## src/rtl/rr_onehot_arbiter_if.sv

```systemverilog
// rtl/rr_onehot_arbiter_if.sv - request/grant bundle between requesters and the round-robin arbiter
//
// Purpose: groups the request vector and the registered grant outputs.
// Signals:
//   req_i        NUM_REQ  level request per requester, held until served
//   gnt_o        NUM_REQ  registered grant, all-zero or one-hot
//   gnt_idx_o    IDX_W    binary index of the granted requester
//   gnt_valid_o  1        high when gnt_o is non-zero
// Modports:
//   master  requester side (drives req_i, observes the grant)
//   slave   arbiter side (observes req_i, drives the grant)
`timescale 1ns/1ps
interface rr_onehot_arbiter_if #(
  parameter int NUM_REQ = 16,
  parameter int IDX_W   = 4
);
  logic [NUM_REQ-1:0] req_i;
  logic [NUM_REQ-1:0] gnt_o;
  logic [IDX_W-1:0]   gnt_idx_o;
  logic               gnt_valid_o;

  modport master (
    output req_i,
    input  gnt_o,
    input  gnt_idx_o,
    input  gnt_valid_o
  );

  modport slave (
    input  req_i,
    output gnt_o,
    output gnt_idx_o,
    output gnt_valid_o
  );
endinterface

```

## src/rtl/rr_onehot_arbiter.sv

```systemverilog
// rtl/rr_onehot_arbiter.sv - round-robin arbiter with registered one-hot grant and hold limit
//
// Purpose: shares one resource between NUM_REQ requesters. The grant is a
// registered one-hot vector plus its binary index (gnt_o == 1 << gnt_idx_o
// whenever gnt_valid_o is high). A grant is kept until the owner drops its
// request or MAX_HOLD consecutive cycles have elapsed (MAX_HOLD = 0: no limit).
// Ports:
//   clk    rising-edge clock
//   reset  asynchronous active-high reset
//   bus    rr_onehot_arbiter_if.slave: req_i in; gnt_o, gnt_idx_o, gnt_valid_o out
`timescale 1ns/1ps
module rr_onehot_arbiter #(
  parameter int NUM_REQ  = 16,
  parameter int IDX_W    = 4,
  parameter int MAX_HOLD = 8
) (
  input  logic                  clk,
  input  logic                  reset,
  rr_onehot_arbiter_if.slave    bus
);

  localparam int HOLD_W = (MAX_HOLD > 0) ? $clog2(MAX_HOLD + 1) : 1;

  typedef enum logic {
    S_IDLE  = 1'b0,
    S_GRANT = 1'b1
  } state_t;

  state_t             state_q, state_n;
  logic [IDX_W-1:0]   ptr_q, ptr_n;
  logic [HOLD_W-1:0]  hold_q, hold_n;
  logic [NUM_REQ-1:0] gnt_q, gnt_n;
  logic [IDX_W-1:0]   idx_q, idx_n;

  logic [IDX_W-1:0]   search_start;
  logic [IDX_W-1:0]   cand;
  logic [IDX_W-1:0]   win;
  logic               found;
  logic               release_gnt;

  // While granting, a release moves the pointer to owner+1 and the search
  // must already use that value this cycle, so it is computed directly here
  // rather than waiting for ptr_q to update.
  assign search_start = (state_q == S_GRANT) ? (idx_q + IDX_W'(1)) : ptr_q;

  // Rotating priority scan: first set request at or above search_start,
  // wrapping through NUM_REQ-1 -> 0. Power-of-two NUM_REQ makes the
  // IDX_W-bit add wrap on its own.
  always_comb begin
    found = 1'b0;
    win   = '0;
    cand  = '0;
    for (int i = 0; i < NUM_REQ; i++) begin
      cand = search_start + IDX_W'(i);
      if (!found && bus.req_i[cand]) begin
        found = 1'b1;
        win   = cand;
      end
    end
  end

  always_comb begin
    release_gnt = !bus.req_i[idx_q];
    if (MAX_HOLD != 0) begin
      if (hold_q == HOLD_W'(MAX_HOLD)) begin
        release_gnt = 1'b1;
      end
    end
  end

  always_comb begin
    state_n = state_q;
    ptr_n   = ptr_q;
    hold_n  = hold_q;
    gnt_n   = gnt_q;
    idx_n   = idx_q;
    unique case (state_q)
      S_IDLE: begin
        if (found) begin
          gnt_n   = NUM_REQ'(1) << win;
          idx_n   = win;
          hold_n  = HOLD_W'(1);
          state_n = S_GRANT;
        end
      end
      S_GRANT: begin
        if (release_gnt) begin
          ptr_n = search_start;
          if (found) begin
            // Back-to-back handover; on timeout the old owner can win
            // again only if nobody else is requesting.
            gnt_n  = NUM_REQ'(1) << win;
            idx_n  = win;
            hold_n = HOLD_W'(1);
          end else begin
            // Index is left at the last owner so the select lines of the
            // downstream datapath do not toggle while idle.
            gnt_n   = '0;
            hold_n  = '0;
            state_n = S_IDLE;
          end
        end else if (MAX_HOLD != 0) begin
          if (hold_q != HOLD_W'(MAX_HOLD)) begin
            hold_n = hold_q + HOLD_W'(1);
          end
        end
      end
      default: begin
        state_n = S_IDLE;
      end
    endcase
  end

  always_ff @(posedge clk or posedge reset) begin
    if (reset) begin
      state_q <= S_IDLE;
      ptr_q   <= '0;
      hold_q  <= '0;
      gnt_q   <= '0;
      idx_q   <= '0;
    end else begin
      state_q <= state_n;
      ptr_q   <= ptr_n;
      hold_q  <= hold_n;
      gnt_q   <= gnt_n;
      idx_q   <= idx_n;
    end
  end

  assign bus.gnt_o       = gnt_q;
  assign bus.gnt_idx_o   = idx_q;
  assign bus.gnt_valid_o = (state_q == S_GRANT);

endmodule

```

## src/flat_wrapper.sv

```systemverilog
// flat-port wrapper written by rule: the top's interface ports become plain ports
module rr_onehot_arbiter_flat 
#(
  parameter int NUM_REQ  = 16,
  parameter int IDX_W    = 4,
  parameter int MAX_HOLD = 8
)
  (clk, reset, bus_req_i, bus_gnt_o, bus_gnt_idx_o, bus_gnt_valid_o);
  rr_onehot_arbiter_if #(.NUM_REQ(NUM_REQ), .IDX_W(IDX_W)) bus_i ();
  input  logic clk;
  input  logic reset;
  input wire logic [$bits(bus_i.req_i)-1:0] bus_req_i;
  output wire logic [$bits(bus_i.gnt_o)-1:0] bus_gnt_o;
  output wire logic [$bits(bus_i.gnt_idx_o)-1:0] bus_gnt_idx_o;
  output wire logic [$bits(bus_i.gnt_valid_o)-1:0] bus_gnt_valid_o;
  assign bus_i.req_i = bus_req_i;
  assign bus_gnt_o = bus_i.gnt_o;
  assign bus_gnt_idx_o = bus_i.gnt_idx_o;
  assign bus_gnt_valid_o = bus_i.gnt_valid_o;
  rr_onehot_arbiter #(.NUM_REQ(NUM_REQ), .IDX_W(IDX_W), .MAX_HOLD(MAX_HOLD)) u_core (.clk(clk), .reset(reset), .bus(bus_i));
endmodule
```

## config.mk

```make
export PLATFORM = sky130hd
export DESIGN_NAME = rr_onehot_arbiter_flat
export DESIGN_NICKNAME = d
export VERILOG_FILES = /design/src/rtl/rr_onehot_arbiter_if.sv /design/src/rtl/rr_onehot_arbiter.sv /design/src/flat_wrapper.sv
export SDC_FILE = /design/constraint.sdc
export NUM_CORES = 1
export LEC_CHECK = 0
export CORE_UTILIZATION = 53
export DETAILED_ROUTE_END_ITERATION = 12
export HOLD_SLACK_MARGIN = 0.02
export PLACE_DENSITY_LB_ADDON = 0.25
export SYNTH_ARGS = -nofsm -noshare
export SYNTH_HDL_FRONTEND = slang
export SYNTH_SLANG_ARGS = --single-unit
```

## constraint.sdc

```tcl
create_clock -name clk -period 4.48 [get_ports clk]
set_clock_uncertainty 0.15 [all_clocks]
set_input_delay 0.896 -clock clk [delete_from_list [all_inputs] [get_ports clk]]
set_output_delay 0.896 -clock clk [all_outputs]
set_load 0.02 [all_outputs]
```

==> metrics.txt, run 1 <==
R2R Path End u_core.bus.gnt_o[12]; Max Fanout on Critical Path 6; fillcell total 530; CP Depth 16; max-cap viol count 0; slew margin rel. 0.270; Critical Path RT 4.52 ns; drc violations 0; DR WL/cell 22.3 um; initial antenna violation count 0; DIE AREA 7580 sq um; final setup fails 0; Slew Viols, Final 0; Synth Register Bits 29; Post-Layout Cell Count 653; initial DRC count 451; top post-synthesis cells by count 46 x nand2_1, 36 x nor2_1, 34 x o21ai_0, 33 x nand3_1, 29 x dfrtp_1; delay of the slowest cell on the worst path 0.62 ns; Die Wd 87.1 um; register area share after synthesis 0.189; drt pass-1 iters 5; dominant synthesized flop cell dfrtp_1; crit path DAT 4.45 ns; hpwl dp 11100 um; Post-Synthesis Cells 456; Core ar. 6910 sq um; All-Layer GR Usage 0.379; crit-path leading delay family compound AO/OA/AOI/OAI gates; std cell rows 30; actual slew at the worst max-slew pin 1.09 ns; top cells by area, synth dfrtp_1 19%, mux4_2 5.3%, nand2_1 4.5%; layout cell share with drive strength beyond 1 0.285; largest net degree at the start of global routing 30; Placer Congestion 1.05; fin crit period 4.41 ns; Final Instance Area 5020 sq um; post-place setup slack -0.0860 ns; NumNets Final 579; Final Cycle Share 0.984; area delta synth->final 30.9%; vias in the first global route 4146; fmax 227 MHz; first-pass GRT wire length 21900 um; Hold Crit Class reg2reg; Worst Setup Slack, final 0.0703 ns; root buffer cell clkbuf_8; input/output buffers 38; placed insts 639; area leader, netlist dfrtp_1; CP Launch Point u_core.bus.gnt_valid_o; Total Wirelength 14500 um; Hold Vio Cnt, Final 0; WS Path Type reg2reg; CP most frequent cell buf_4; DR vias 4487; most frequent cell after synthesis nand2_1; placed instance area 4740 sq um; TritonCTS Buffers 5; status complete, no violations; CP endpoint kind register; Avg Inst Size Synth 8.41 sq um; setup TNS 0 ns; Reg2Reg Depth 16; Critical Path End u_core.bus.gnt_o[12]; syn_nets 479; CTS tree built; Die Span Y 87.1 um; slowest CP cell mux4_2; crit path cell chain nor2b_1 > nor2_4 > buf_4 > ha_1 > xnor2_4 > mux4_2 > mux2i_4 > buf_4 > nor3_1 > a41oi_1 > o22ai_1 > o221ai_2 > o21ai_1 > buf_4 > or2_4 > o31ai_1; Reg2Reg Launch Point u_core.bus.gnt_valid_o; grt ovf 0; Post-synth EDFFs 0; worst reg2reg setup slack 0.07 ns; CTS sink cnt 29; crit start category register; Yosys top cell area share 0.189; cts-stage hold buffer count 0; Boundary Pins 39; n_diodes 0; Netlist cell types 75; antenna-violating nets left 0; clk_lat worst skew 0.28 ns; Synth warnings 0; Clock transition at path regs 0.07 ns; ys async rst share 1.00; Max H-tree Level 2; clk buf depth 2; Initial Util 0.555; Mapped Area 3830 sq um; DR vias/cell 6.87; Buffers & Inverters on Critical Path 3
[cell families after synthesis]
| group | count (synthesis) | synth area share |
|---|---|---|
| AO/OA/AOI/OAI | 149 | 0.293 |
| XOR/XNOR | 15 | 0.0460 |
| adder cells (fa/ha/maj) | 5 | 0.0163 |
| buffers and inverters | 32 | 0.0421 |
| flip-flops | 29 | 0.189 |
| multiplexers | 41 | 0.168 |
| AND/OR/NAND/NOR | 185 | 0.245 |
[timing repair]
item                                    in CTS  in global routing
endpoints found under the setup margin       0                 20
setup buffers                                0                  5
resized for setup                            0                 21
[sequential cells by signal, indices dropped and copies added (netlist names)]
name,cells
u_core.bus.gnt_o,16
u_core.bus.gnt_idx_o,4
u_core.hold_q,4
u_core.ptr_q,4
u_core.bus.gnt_valid_o,1
[per-stage QoR]
step,hold slack [ns],util
3_3_place_gp,0.315,0.687
4_1_cts,0.332,0.701
6_report,0.326,0.727
3_5_place_dp,0.317,0.687
2_1_floorplan,0.339,-
5_1_grt,0.352,0.727
[tightest hold or removal path, cell delays in order, from the launching register on]
cell	delay [ns]
dfrtp_1	0.34
nand2_1	0.05
o31ai_1	0.05
[worst min-delay path by stage]
stage / startpoint / to / slack [ns] / depth (start not counted)
finish: u_core.bus.gnt_o[11] / u_core.bus.gnt_o[11] / 0.33 / 2
CTS: u_core.bus.gnt_o[11] / u_core.bus.gnt_o[11] / 0.33 / 2
detailed placement: u_core.bus.gnt_o[11] / u_core.bus.gnt_o[11] / 0.32 / 2
global route: u_core.bus.gnt_o[11] / u_core.bus.gnt_o[11] / 0.35 / 2
floorplan: u_core.hold_q[2] / u_core.hold_q[2] / 0.34 / 1
global placement: u_core.bus.gnt_o[14] / u_core.bus.gnt_o[14] / 0.31 / 2
[layout make-up]
cell class	instances	area [sq um]	share of cell area
Clock buffer	7	96.3	0.0192
Tap cell	96	120	0.0239
Inverter	12	45.0	0.00898
Timing Repair Buffer	112	965	0.192
Sequential cell	29	726	0.145
Multi-Input combinational cell	396	3060	0.610
Clock inverter	1	5.00	0.000997
[layout by cell type, fill, tap and decap left out, types with 4 or more instances in the layout]
cell and instances:
buf_4 71, mux2i_2 4, nor3_1 12, nor3_2 4, xnor2_2 5, clkbuf_8 7
a21oi_2 6, nand4_1 5, o211ai_1 5, mux2i_1 11, nor2_2 5, o31ai_1 15
o21ai_0 34, mux2_2 10, and2_1 7, nand2b_1 10, xnor2_1 6, nor2_1 34
clkdlybuf4s50_1 38, a31oi_1 6, a221o_1 4, mux4_2 11, o31ai_2 4, dfrtp_1 29
inv_1 10, and3_1 9, nand2_1 46, a21oi_1 22, nand3_1 33, a22o_1 6
ha_1 5
[metal layers]
| metal | global-route usage | vias to the layer above | routed length [um] |
|---|---|---|---|
| met2 | 0.621 | 304 | 6690 |
| met5 | 0 | - | 0 |
| met1 | 0.503 | 2148 | 5860 |
| li1 | - | 1968 | - |
| met4 | 0.141 | 0 | 767 |
| met3 | 0.0626 | 67 | 1220 |
Power of run 1 is not shown: default switching activity piles up to over one toggle a cycle in this logic, so the estimate is an artifact.
==> inputs of run 2 (changes only) <==
--- a/config.mk
+++ b/config.mk
@@ -5,7 +5,9 @@
 export SDC_FILE = /design/constraint.sdc
 export NUM_CORES = 1
 export LEC_CHECK = 0
+export CORE_MARGIN = 4
 export CORE_UTILIZATION = 53
+export CTS_CLUSTER_SIZE = 40
 export DETAILED_ROUTE_END_ITERATION = 12
 export HOLD_SLACK_MARGIN = 0.02
 export PLACE_DENSITY_LB_ADDON = 0.25
==> metrics.txt, run 2 (synthesis results as in run 1) <==
DR vias/cell 6.85 (-0.27%); most common cell after layout, fill and taps aside buf_4; Die Wd 93.1 um (+6.9%); vias in the first global route 4150 (+0.096%); crit start category register; Core ar. 6910 sq um (unchanged); root buffer cell clkbuf_8; Final Cycle Share 0.963 (-0.0216); largest net degree at the start of global routing 30 (unchanged); Initial Util 0.555 (unchanged); TritonCTS Buffers 5 (unchanged); R2R Path End u_core.bus.gnt_o[12]; Clock transition at path regs 0.07 ns (about the same); status complete, no violations; All-Layer GR Usage 0.307 (-0.0720); clk buf depth 2 (unchanged); placed instance area 4610 sq um (-2.8%); Total Wirelength 13400 um (-7.8%); WS Path Type reg2reg; max-cap viol count 0 (unchanged); crit path DAT 4.35 ns (-0.10 ns); Max Fanout on Critical Path 7 (+1); Reg2Reg Depth 15 (-1); Final Instance Area 4880 sq um (-2.7%); input/output buffers 38 (unchanged); Hold Crit Class reg2reg; Hold Vio Cnt, Final 0 (unchanged); Critical Path End u_core.bus.gnt_o[12]; max reg flops 16 (unchanged); CP endpoint kind register; area delta synth->final 27.3%; DR WL/cell 21.2 um (-4.9%); Max H-tree Level 2 (unchanged); n_diodes 0 (unchanged); DIE AREA 8660 sq um (+14%); antenna-violating nets left 0 (unchanged); drt pass-1 iters 6 (+1); first-pass GRT wire length 21200 um (-3.3%); DR vias 4338 (-3.3%); NumNets Final 559 (-3.5%); actual slew at the worst max-slew pin 1.08 ns (-0.0101 ns); Placer Congestion 0.982 (-6.9%); fmax 232 MHz (+2.2%); grt ovf 0 (unchanged); CTS tree built; Critical Path RT 4.51 ns (about the same); initial DRC count 402 (-11%); CTS sink cnt 29 (unchanged); layout cell share with drive strength beyond 1 0.274 (-0.0117); most frequent cells in the layout 54 x buf_4, 46 x nand2_1, 38 x clkdlybuf4s50_1; worst reg2reg setup slack 0.17 ns (+0.10 ns); Die Span Y 93.1 um (+6.9%); clk_lat worst skew 0.28 ns (about the same); fin crit period 4.31 ns (-0.0968 ns); hpwl dp 10500 um (-5.3%); Reg2Reg Launch Point u_core.bus.gnt_idx_o[0]; Slew Viols, Final 0 (unchanged); final setup fails 0 (unchanged); std cell rows 30 (unchanged); Boundary Pins 39 (unchanged); fillcell total 569 (+7.4%); initial antenna violation count 0 (unchanged); cts-stage hold buffer count 0 (unchanged); drc violations 0 (unchanged); CP Launch Point u_core.bus.gnt_idx_o[0]; slew margin rel. 0.277 (+0.00677)
run 2: layout make-up:
class                   count  area (sq um)  share of cell area
repair buffers             93           806               0.165
clock buffers               5          68.8              0.0141
multi-input cells         395          3100               0.634
well taps                  96           120              0.0246
inverters                  12          45.0             0.00923
flip-flops and latches     29           727               0.149
clock inverters             3          17.5             0.00359
run 2: how the worst min path moves through the flow:
stage	cells past startpoint	startpoint	endpoint
floorplan	1	u_core.hold_q[2]	u_core.hold_q[2]
global placement	2	u_core.bus.gnt_o[13]	u_core.bus.gnt_o[13]
detailed placement	2	u_core.bus.gnt_o[3]	u_core.bus.gnt_o[3]
CTS	2	u_core.bus.gnt_o[3]	u_core.bus.gnt_o[3]
global route	2	u_core.bus.gnt_o[5]	u_core.bus.gnt_o[5]
finish	2	u_core.bus.gnt_o[15]	u_core.bus.gnt_o[15]
run 2: metal layers:
layer | part of all wire | GRT usage | vias to the layer above
li1 | - | - | 1927
met1 | 0.40 | 0.419 | 2058
met2 | 0.46 | 0.483 | 294
met3 | 0.11 | 0.0684 | 59
met4 | 0.033 | 0.101 | 0
met5 | 0 | 0 | -
run 2: through the flow:
stage	std cells	worst slack, ns	setup TNS [ns]	util	hold WS, ns
2_1_floorplan	456	0.0363	0	-	0.339
3_3_place_gp	623	-0.109	-0.826	0.667	0.310
3_5_place_dp	623	-0.0925	-0.470	0.667	0.320
4_1_cts	631	0.0284	0	0.681	0.335
5_1_grt	633	-0.0163	-0.0188	0.707	0.362
6_report	633	0.167	0	0.707	0.333
run 2: what timing repair did:
item / 4_1_cts / 5_1_grt
setup endpoints to repair: 2 / 19
gates resized for setup: 2 / 32
pin swaps: 0 / 3
setup buffers: 0 / 2
run 2: critical path, cell delays in order (launching register included):
cell	delay (ns)
dfrtp_1	0.38
ha_1	0.23
xor2_2	0.20
buf_4	0.16
mux2_1	0.39
buf_4	0.21
a21oi_1	0.15
xnor2_1	0.31
mux2i_1	0.43
mux2i_1	0.15
o21ai_0	0.26
a31oi_1	0.13
nor3_1	0.39
o21ai_2	0.15
or2_4	0.28
o31ai_1	0.24
Power of run 2 is left out for the same reason.
==> inputs of run 3 (changes only) <==
--- a/config.mk
+++ b/config.mk
@@ -6,7 +6,7 @@
 export NUM_CORES = 1
 export LEC_CHECK = 0
 export CORE_MARGIN = 4
-export CORE_UTILIZATION = 53
+export CORE_UTILIZATION = 40
 export CTS_CLUSTER_SIZE = 40
 export DETAILED_ROUTE_END_ITERATION = 12
 export HOLD_SLACK_MARGIN = 0.02
==> metrics.txt, run 3 (synthesis results as in run 1) <==
Die Span Y 106 um (+14%); CTS sink cnt 29 (unchanged); initial antenna violation count 0 (unchanged); most frequent cells in the layout 72 x buf_4, 46 x nand2_1, 38 x clkdlybuf4s50_1; Die Wd 106 um (+14%); vias in the first global route 4040 (-2.7%); Buffers & Inverters on Critical Path 3 (+1); most common cell after layout, fill and taps aside buf_4; fin crit period 4.28 ns (-0.0352 ns); DR WL/cell 19.7 um (-6.9%); initial DRC count 278 (-31%); crit-path leading delay family compound AO/OA/AOI/OAI gates; placed instance area 4790 sq um (+3.9%); CP endpoint kind register; layout cell share with drive strength beyond 1 0.297 (+0.0236); DIE AREA 11200 sq um (+30%); actual slew at the worst max-slew pin 1.08 ns (-0.000573 ns); crit start category register; Critical Path RT 4.50 ns (about the same); NumNets Final 577 (+3.2%); Initial Util 0.413 (-0.142); status complete, no violations; DR vias 4144 (-4.5%); Slew Viols, Final 0 (unchanged); All-Layer GR Usage 0.240 (-0.0678); worst reg2reg setup slack 0.20 ns (+0.04 ns); Total Wirelength 13500 um (+0.61%); Core ar. 9280 sq um (+34%); largest net degree at the start of global routing 30 (unchanged); RSZ-0062 raised after global routing yes; Hold Vio Cnt, Final 0 (unchanged); hpwl dp 10900 um (+3.5%); Max H-tree Level 2 (unchanged); Max Fanout on Critical Path 11 (+4); max-cap viol count 0 (unchanged); drt pass-1 iters 5 (-1); final setup fails 0 (unchanged); root buffer cell clkbuf_8; input/output buffers 38 (unchanged); Hold Crit Class reg2reg; crit path DAT 4.30 ns (-0.05 ns); grt ovf 0 (unchanged); Boundary Pins 39 (unchanged); max reg flops 16 (unchanged); CTS tree built; clk buf depth 2 (unchanged); clk_lat worst skew 0.28 ns (about the same); crit path cell chain nor2b_1 > nor2_4 > inv_2 > ha_1 > xnor2_2 > mux4_2 > mux2i_4 > buf_4 > nor2_2 > nand2_1 > nor3_1 > o311a_1 > a2111oi_4 > o221ai_2 > buf_4 > o31ai_1; met3 WL 791 um (-44%); Final Instance Area 5010 sq um (+2.6%); CP most frequent cell buf_4; Placer Congestion 1.00 (+1.9%); max layer used met4; slew margin rel. 0.277 (+0.000383); wire length on met1 5890 um (+9.2%); delay of the slowest cell on the worst path 0.61 ns (+0.18 ns); Clock transition at path regs 0.06 ns (about the same); n_diodes 0 (unchanged); antenna-violating nets left 0 (unchanged); DR vias/cell 6.06 (-12%); met2 WL post-DR 6410 um (+4.2%); WS Path Type reg2reg; slowest CP cell mux4_2; fmax 234 MHz (+0.82%); first-pass GRT wire length 21500 um (+1.5%); TritonCTS Buffers 5 (unchanged); area delta synth->final 30.6%; drc violations 0 (unchanged); std cell rows 35 (+17%); Final Cycle Share 0.955 (-0.00787)
==> run 3: cell types whose count changed in the layout (fill, tap and decap cells not counted), sizes merged <==
cell      delta
clkinv       -1
clkbuf       +2
clkinvlp     -1
buf         +18
==> run 3: through the flow <==
| step | std cells | setup TNS, ns | util | hold WS, ns | setup slack (ns) |
|---|---|---|---|---|---|
| finish | 684 | 0 | 0.539 | 0.322 | 0.202 |
| global route | 684 | -0.0128 | 0.539 | 0.358 | -0.0128 |
| CTS | 683 | 0 | 0.530 | 0.331 | 0.00182 |
| detailed placement | 673 | -2.12 | 0.516 | 0.316 | -0.179 |
| global placement | 673 | -1.45 | 0.516 | 0.319 | -0.148 |
| floorplan | 456 | 0 | - | 0.339 | 0.0363 |
==> run 3: final timing paths <==
kind                                         from                 endpoint  depth (start not counted)
setup / recovery           u_core.bus.gnt_valid_o     u_core.bus.gnt_o[11]                         16
hold / removal               u_core.bus.gnt_o[15]     u_core.bus.gnt_o[15]                          2
setup reg to reg           u_core.bus.gnt_valid_o     u_core.bus.gnt_o[11]                         16
hold reg to reg              u_core.bus.gnt_o[15]     u_core.bus.gnt_o[15]                          2
max in group asynchronous                   reset   u_core.bus.gnt_valid_o                          2
min in group asynchronous                   reset  u_core.bus.gnt_idx_o[2]                          2
==> run 3: what timing repair did <==
action                                  in CTS  in global routing
buffers inserted                             2                  1
hold buffers                                 0                  0
endpoints found under the setup margin      11                 20
pin swaps                                    1                  1
gates resized for setup                      3                 22
==> run 3: metal layers <==
layer,global-route usage,up-vias
met2,0.397,166
met5,0,-
met3,0.0358,30
met4,0.0796,0
met1,0.321,1990
li1,-,1958
==> run 3: layout make-up <==
type / instances / area, sq um
multi-input cells: 395 / 3030
well taps: 129 / 161
inverters: 12 / 45.0
clock buffers: 7 / 96.3
fillers: 910 / 4280
repair buffers: 111 / 941
flip-flops and latches: 29 / 727
clock inverters: 1 / 5.00
==> run 3: worst reg2reg max path, stage by stage (launching register included) <==
cell       delay (ns)
dfrtp_2          0.49
nor2b_1          0.20
nor2_4           0.21
inv_2            0.06
ha_1             0.24
xnor2_2          0.26
mux4_2           0.62
mux2i_4          0.24
buf_4            0.20
nor2_2           0.07
nand2_1          0.17
nor3_1           0.08
o311a_1          0.33
a2111oi_4        0.27
o221ai_2         0.15
buf_4            0.18
o31ai_1          0.24
Power of run 3 is left out for the same reason.
